<file path="config.mk">
export PLATFORM = sky130hd
export DESIGN_NAME = memory_stage
export DESIGN_NICKNAME = d
export VERILOG_FILES = /design/src/rtl/memory_stage_pkg.sv /design/src/rtl/memory_stage_wait_timer.sv /design/src/rtl/memory_stage.sv
export SDC_FILE = /design/constraint.sdc
export NUM_CORES = 1
export LEC_CHECK = 0
export BUFFER_PORTS_ARGS = -buffer_cell sky130_fd_sc_hd__buf_2
export CORE_AREA = 2 2 238 240
export DETAILED_ROUTE_END_ITERATION = 10
export DIE_AREA = 0 0 240 242
export GPL_ROUTABILITY_DRIVEN = 0
export PLACE_DENSITY = 0.41
export SLEW_MARGIN = 15
export SYNTH_ARGS = -nofsm -noshare
export SYNTH_HDL_FRONTEND = slang
export SYNTH_SLANG_ARGS = --single-unit
</file>
<file path="constraint.sdc">
create_clock -name clk -period 2.1 [get_ports clk]
set_input_delay 0.42 -clock clk [delete_from_list [all_inputs] [get_ports clk]]
set_output_delay 0.42 -clock clk [all_outputs]
set_load 0.05 [all_outputs]
</file>
<file path="src/rtl/memory_stage_pkg.sv">
// Shared types and constants for the LEGv8 MEM stage: FSM states, MEM/WB
// register layout and its cleared value, default access timeout.
package memory_stage_pkg;

    typedef enum logic {
        IDLE = 1'b0,
        WAIT = 1'b1
    } mem_state_t;

    typedef struct packed {
        logic        reg_write;
        logic        mem2reg;
        logic [4:0]  rd;
        logic [63:0] mem_data;
        logic [63:0] alu_out;
    } memwb_t;

    localparam memwb_t MEMWB_BUBBLE = '0;

    localparam int unsigned DEFAULT_TIMEOUT_CYCLES = 16;

endpackage

</file>
<file path="src/rtl/memory_stage_wait_timer.sv">
// Counts cycles spent waiting on a data-memory ack and flags when the
// configured timeout count has been reached.
module memory_stage_wait_timer
    import memory_stage_pkg::*;
#(
    parameter int unsigned TIMEOUT_CYCLES = DEFAULT_TIMEOUT_CYCLES,
    parameter int unsigned CNT_W          = 5
) (
    input  logic clk,
    input  logic reset,
    input  logic start,
    input  logic run,
    input  logic wait_active,
    output logic expired
);

    logic [CNT_W-1:0] cnt_q, cnt_d;

    // Counter reads 1 during the first WAIT cycle; any cycle neither starting nor running clears it.
    always_comb begin
        cnt_d = '0;
        if (start) begin
            cnt_d = CNT_W'(1);
        end else if (run) begin
            cnt_d = cnt_q + CNT_W'(1);
        end
    end

    always_ff @(posedge clk) begin
        if (reset) begin
            cnt_q <= '0;
        end else begin
            cnt_q <= cnt_d;
        end
    end

    assign expired = wait_active && (cnt_q == CNT_W'(TIMEOUT_CYCLES));

endmodule

</file>
<file path="src/rtl/memory_stage.sv">
// LEGv8 MEM stage: branch resolve, req/ack data-memory access with timeout,
// upstream stall and MEM/WB register. MEMSTAGE_PERF_EN adds perf counters.
module memory_stage
    import memory_stage_pkg::*;
#(
    parameter int unsigned TIMEOUT_CYCLES = DEFAULT_TIMEOUT_CYCLES,
    parameter int unsigned CNT_W          = 5
) (
    input  logic        clk,
    input  logic        reset,
    input  logic        RegWrite_MEM,
    input  logic        Branch_MEM,
    input  logic        Uncondbranch_MEM,
    input  logic        MemRead_MEM,
    input  logic        MemWrite_MEM,
    input  logic        Mem2Reg_MEM,
    input  logic        ALUzero_MEM,
    input  logic [4:0]  RD_MEM,
    input  logic [63:0] RegOutB_MEM,
    input  logic [63:0] ALUout_MEM,
    input  logic [63:0] PCtarget_MEM,
    output logic        PCSrc_MEM,
    output logic [63:0] PCtarget_IF,
    output logic        Stall_MEM,
    output logic        dmem_req,
    output logic        dmem_we,
    output logic [63:0] dmem_addr,
    output logic [63:0] dmem_wdata,
    input  logic        dmem_ack,
    input  logic [63:0] dmem_rdata,
    output logic        dmem_err,
`ifdef MEMSTAGE_PERF_EN
    output logic [31:0] perf_loads,
    output logic [31:0] perf_stores,
    output logic [31:0] perf_stalls,
`endif
    output logic        RegWrite_WB,
    output logic        Mem2Reg_WB,
    output logic [4:0]  RD_WB,
    output logic [63:0] MemData_WB,
    output logic [63:0] ALUout_WB
);

    mem_state_t state_q, state_d;
    memwb_t     wb_q, wb_d;
    logic       err_q, err_d;
    logic       access, is_load, complete, timeout_now, expired;
    logic       tmr_start, tmr_run;

    assign PCSrc_MEM   = Uncondbranch_MEM | (Branch_MEM & ALUzero_MEM);
    assign PCtarget_IF = PCtarget_MEM;

    always_comb begin
        access      = MemRead_MEM | MemWrite_MEM;
        is_load     = MemRead_MEM & ~MemWrite_MEM;
        dmem_req    = 1'b0;
        dmem_we     = 1'b0;
        dmem_addr   = '0;
        dmem_wdata  = '0;
        timeout_now = 1'b0;
        if (!reset) begin
            dmem_req    = (state_q == WAIT) | access;
            dmem_we     = dmem_req & MemWrite_MEM;
            dmem_addr   = ALUout_MEM;
            dmem_wdata  = RegOutB_MEM;
            timeout_now = expired & ~dmem_ack;
        end
        complete  = dmem_req & dmem_ack;
        Stall_MEM = dmem_req & ~dmem_ack & ~timeout_now;
        tmr_start = (state_q == IDLE) & Stall_MEM;
        tmr_run   = (state_q == WAIT) & Stall_MEM;

        state_d = state_q;
        case (state_q)
            IDLE: if (Stall_MEM) state_d = WAIT;
            WAIT: if (complete || timeout_now) state_d = IDLE;
            default: state_d = IDLE;
        endcase

        err_d = err_q | timeout_now;

        // Stall and timeout both write a bubble; data fields hold their last value.
        wb_d = wb_q;
        if (Stall_MEM || timeout_now) begin
            wb_d.reg_write = 1'b0;
            wb_d.mem2reg   = 1'b0;
        end else begin
            wb_d.reg_write = RegWrite_MEM & ~(MemRead_MEM & MemWrite_MEM);
            wb_d.mem2reg   = Mem2Reg_MEM;
            wb_d.rd        = RD_MEM;
            wb_d.alu_out   = ALUout_MEM;
            if (is_load && complete) wb_d.mem_data = dmem_rdata;
        end
    end

    always_ff @(posedge clk) begin
        if (reset) begin
            state_q <= IDLE;
            wb_q    <= MEMWB_BUBBLE;
            err_q   <= 1'b0;
        end else begin
            state_q <= state_d;
            wb_q    <= wb_d;
            err_q   <= err_d;
        end
    end

    memory_stage_wait_timer #(
        .TIMEOUT_CYCLES (TIMEOUT_CYCLES),
        .CNT_W          (CNT_W)
    ) u_wait_timer (
        .clk         (clk),
        .reset       (reset),
        .start       (tmr_start),
        .run         (tmr_run),
        .wait_active (state_q == WAIT),
        .expired     (expired)
    );

`ifdef MEMSTAGE_PERF_EN
    logic [31:0] perf_loads_q, perf_loads_d;
    logic [31:0] perf_stores_q, perf_stores_d;
    logic [31:0] perf_stalls_q, perf_stalls_d;

    always_comb begin
        perf_loads_d  = perf_loads_q  + {31'b0, complete & is_load};
        perf_stores_d = perf_stores_q + {31'b0, complete & MemWrite_MEM};
        perf_stalls_d = perf_stalls_q + {31'b0, Stall_MEM};
    end

    always_ff @(posedge clk) begin
        if (reset) begin
            perf_loads_q  <= '0;
            perf_stores_q <= '0;
            perf_stalls_q <= '0;
        end else begin
            perf_loads_q  <= perf_loads_d;
            perf_stores_q <= perf_stores_d;
            perf_stalls_q <= perf_stalls_d;
        end
    end

    assign perf_loads  = perf_loads_q;
    assign perf_stores = perf_stores_q;
    assign perf_stalls = perf_stalls_q;
`endif

    assign dmem_err    = err_q;
    assign RegWrite_WB = wb_q.reg_write;
    assign Mem2Reg_WB  = wb_q.mem2reg;
    assign RD_WB       = wb_q.rd;
    assign MemData_WB  = wb_q.mem_data;
    assign ALUout_WB   = wb_q.alu_out;

endmodule

</file>
==> metrics list <==
* Outcome: finished clean
- After detailed routing, the number of remaining DRC violations is 0.
- Arrival time of the worst setup path: roughly 1600 ps
* Count of vias placed by the detailed router: 6,173
- The startpoint identified for the worst register-to-register timing path is state_q.
- Along the worst hold path, the cell count comes to 2.
- For this run, the number of Yosys warnings is 0.
- Of the cells placed in the final design, the portion with a size suffix greater than 1 is 0.523.
- Top-level port count: around 600
- After floorplanning, the core was divided into 87 placement rows.
* Launch point of the worst hold path: RD_MEM[2]
- Horizontal extent of the die: ~240 um
- Peak clock frequency supported by timing: about 0.5 GHz
- H-Tree Depth: 4
- Worst setup SP type: flip-flop
* Final clock period utilization by the worst path: 0.954
* Share of total power consumed by net switching: 0.331
* Max-slew violations: 0
* Nets in the synthesized netlist: ~950
- For flop-to-flop paths, the worst setup slack is around 290 ps.
* Maximum number of pins on one net before global-route repair: 43
- Core region area: around 56,000 um^2
* Routed len/inst: roughly 13 um
- Via-per-instance ratio: about 3.3
- Reg-to-Reg End: ALUout_WB[23]
* GR Overflow Total: 0
- Across the run, the number of max-cap violations was 0.
- Total power consumption of the routed design: about 8.3 mW
- The worst setup path is of the flip-flop to output pin kind.
- The synthesized design contains roughly 140 register bits.
- The first global-routing pass estimated 34.7 mm of wire.
- Cell area after synthesis: 6230 um^2
- After detailed routing, the total wire length is roughly 25 mm.
* P&R area growth vs syn: 60.2%
- Worst rel slew slack: 0.683
* Worst hold margin: 180 ps
- Detailed Place HPWL: 19.9 mm
- Setup violators final: 0
- Fin crit period: between 2000 and 2500 ps
* CTS Root Cell: sky130_fd_sc_hd__clkbuf_16
- Clock tree from TritonCTS: built
- Worst Tran Pin Value: 474 ps
* Largest voltage drop on the vdd net: 603 uV
* Post-place setup slack: about 110 ps
- The clock reaches the later pin of the worst-skew pair after between 400 and 500 ps.
- Fraction of power consumed by the clock network: 0.427
- For this run, the number of standard cells in the final layout without fillers is 1,872.
* Internal power: about 5.6 mW
- NumNets Final: roughly 1,400
- The share of total power dissipated in combinational logic is 0.227.
- Clock-pin slew was measured on the worst setup and hold paths at approximately 70 ps.
- The share of the Yosys chip area taken by registers is 0.456.
- Total power per unit cell area: around 830 nW/um^2
- After synthesis, the mean cell area works out to 9.19 um^2.
- The detail route stage leaves a number of antenna-violating nets equal to 0.
- In this run the deepest clock path goes through 2 buffers.
- Leakage power figure: between 4 and 5 nW
- Die outline height: roughly 240 um
- In this run, the number of DRC markers left after iteration 0 of detailed routing was 157.
- Post-layout worst setup margin: slightly below 100 ps
* Via count of the first global-routing pass: 5,881
- Die area: 58,100 um^2
- The netlist uses 31 different library cells.
* Layout Skew: between 7 and 8 ps
- Setup repair after global routing left no endpoint under its margin.
- 1st-pass router iterations: 4
- In this run the worst path has a maximum fanout of 4.
- Required time worst endpoint: around 1700 ps
- Post-placement cell count: ~1,800
* Setup total negative slack: 0 ps
- Across every metal layer, demand over resource in global routing totals 0.0835.
- Number of cell instances on the worst register-to-register path: 5
- The number of antenna violations at the first check in global routing was 6.
- The initial utilization of the core area, before any placement, comes to 0.112.
- STA classifies the critical path endpoint as an output pin.
* Worst Hold Path EP: RD_WB[2]
- Type of the tightest min-delay check: primary input to flip-flop
- Number of buffers created by CTS: 17
- IO Port Bufs: 474
- Hold-fix buffers, CTS: 0
- Psw: 2.76 mW
- Sequential share of power: 0.347
- Final number of hold-violating endpoints: 0
- Synth Instances: between 600 and 700
* Number of clock sinks: 142
what timing repair did:
item	CTS	global route
pin swaps	2	1
setup endpoints to repair	2	1
setup buffers	1	1
resized for setup	5	1
worst max path at each step:
| stage | startpoint | end |
|---|---|---|
| after floorplan | reset | dmem_wdata[27] |
| after global placement | MemWrite_MEM | ALUout_WB[27] |
| after detailed placement | MemWrite_MEM | ALUout_WB[28] |
| after CTS | state_q | Stall_MEM |
| after global routing | u_wait_timer.cnt_q[0] | Stall_MEM |
| final | state_q | Stall_MEM |
cell families after synthesis:
group / synth area share
flops: 0.456
mux: 0.116
simple gates: 0.234
buf+inv: 0.123
xor+xnor: 0.00422
fa+ha+maj: 0.00402
compound gates: 0.0633
stage by stage:
step           instance area, um^2   util
2_1_floorplan                 6310      -
3_3_place_gp                  9270  0.166
3_5_place_dp                  9270  0.166
4_1_cts                       9970  0.179
5_1_grt                       9980  0.179
6_report                      9980  0.179
critical path, stage by stage, from the launching register on:
cell	delay, ps
sky130_fd_sc_hd__dfxtp_2	370
sky130_fd_sc_hd__or3b_1	390
sky130_fd_sc_hd__nor2_2	130
sky130_fd_sc_hd__nor2_2	40
sky130_fd_sc_hd__buf_4	180
layer usage:
| layer | vias up | track usage | share of wire |
|---|---|---|---|
| li1 | 2971 | - | - |
| met3 | 44 | 0.0454 | 0.12 |
| met1 | 2786 | 0.0744 | 0.35 |
| met2 | 364 | 0.145 | 0.49 |
| met5 | - | 0 | 0.0019 |
| met4 | 8 | 0.0543 | 0.042 |
state kept, by name, indices dropped and copies added, names as in the netlist:
register            count
ALUout_WB              64
MemData_WB             64
RD_WB                   5
u_wait_timer.cnt_q      5
Mem2Reg_WB              1
RegWrite_WB             1
dmem_err                1
state_q                 1
area by class of cell:
| type | count | area (um^2) |
|---|---|---|
| Multi-Input combinational cell | 424 | 2740 |
| Antenna cell | 2 | 5.00 |
| Sequential cell | 142 | 2850 |
| Clock buffer | 21 | 470 |
| Inverter | 4 | 15.0 |
| Tap cell | 756 | 946 |
| Fill cell | 6371 | 45800 |
| Clock inverter | 11 | 200 |
| Timing Repair Buffer | 512 | 2760 |
power groups by stage:
stage          registers [mW]  clock network, mW  logic (mW)
4_1_cts                  2.89               3.76        1.92
6_report                 2.89               3.56        1.89
2_1_floorplan            3.41                  0        1.17
5_1_grt                  2.91               3.84        1.99
3_3_place_gp             2.95                  0        1.90
3_5_place_dp             2.95                  0        1.91
placed cells by master (no fill, tap or decap), types with 3 or more instances in the layout:
cell / n
sky130_fd_sc_hd__mux2_1: 64
sky130_fd_sc_hd__a21oi_1: 64
sky130_fd_sc_hd__dfxtp_1: 140
sky130_fd_sc_hd__a31o_1: 5
sky130_fd_sc_hd__nor2b_1: 100
sky130_fd_sc_hd__nor2_1: 5
sky130_fd_sc_hd__clkbuf_16: 17
sky130_fd_sc_hd__buf_4: 33
sky130_fd_sc_hd__inv_6: 3
sky130_fd_sc_hd__bufinv_16: 5
sky130_fd_sc_hd__inv_1: 3
sky130_fd_sc_hd__nand3_1: 3
sky130_fd_sc_hd__buf_2: 471
sky130_fd_sc_hd__clkbuf_8: 3
sky130_fd_sc_hd__buf_12: 7
sky130_fd_sc_hd__nor2b_2: 29
sky130_fd_sc_hd__and3_1: 6
sky130_fd_sc_hd__nand2_1: 129
cells in the mapped netlist, drive strengths merged:
cell type    n  area share
mux2        64        0.12
o21a         1      0.0012
nor2b      129        0.13
nor4bb       1      0.0016
inv          4      0.0024
dfxtp      142        0.46
and3         6      0.0060
nand3        3      0.0024
a31o         5      0.0070
nor2         8      0.0060
a21o         1      0.0012
xnor2        1      0.0014
and4         1      0.0014
clkbuf      17       0.010
a21oi       64       0.051
nand2      130       0.079
a2111oi      1      0.0024
and2         1      0.0010
buf         91        0.11
ha           2      0.0040
or3b         1      0.0014
nand4bb      2      0.0036
or3          1      0.0018
xor2         2      0.0028
Note: power is estimated with default switching activity, not from simulation.
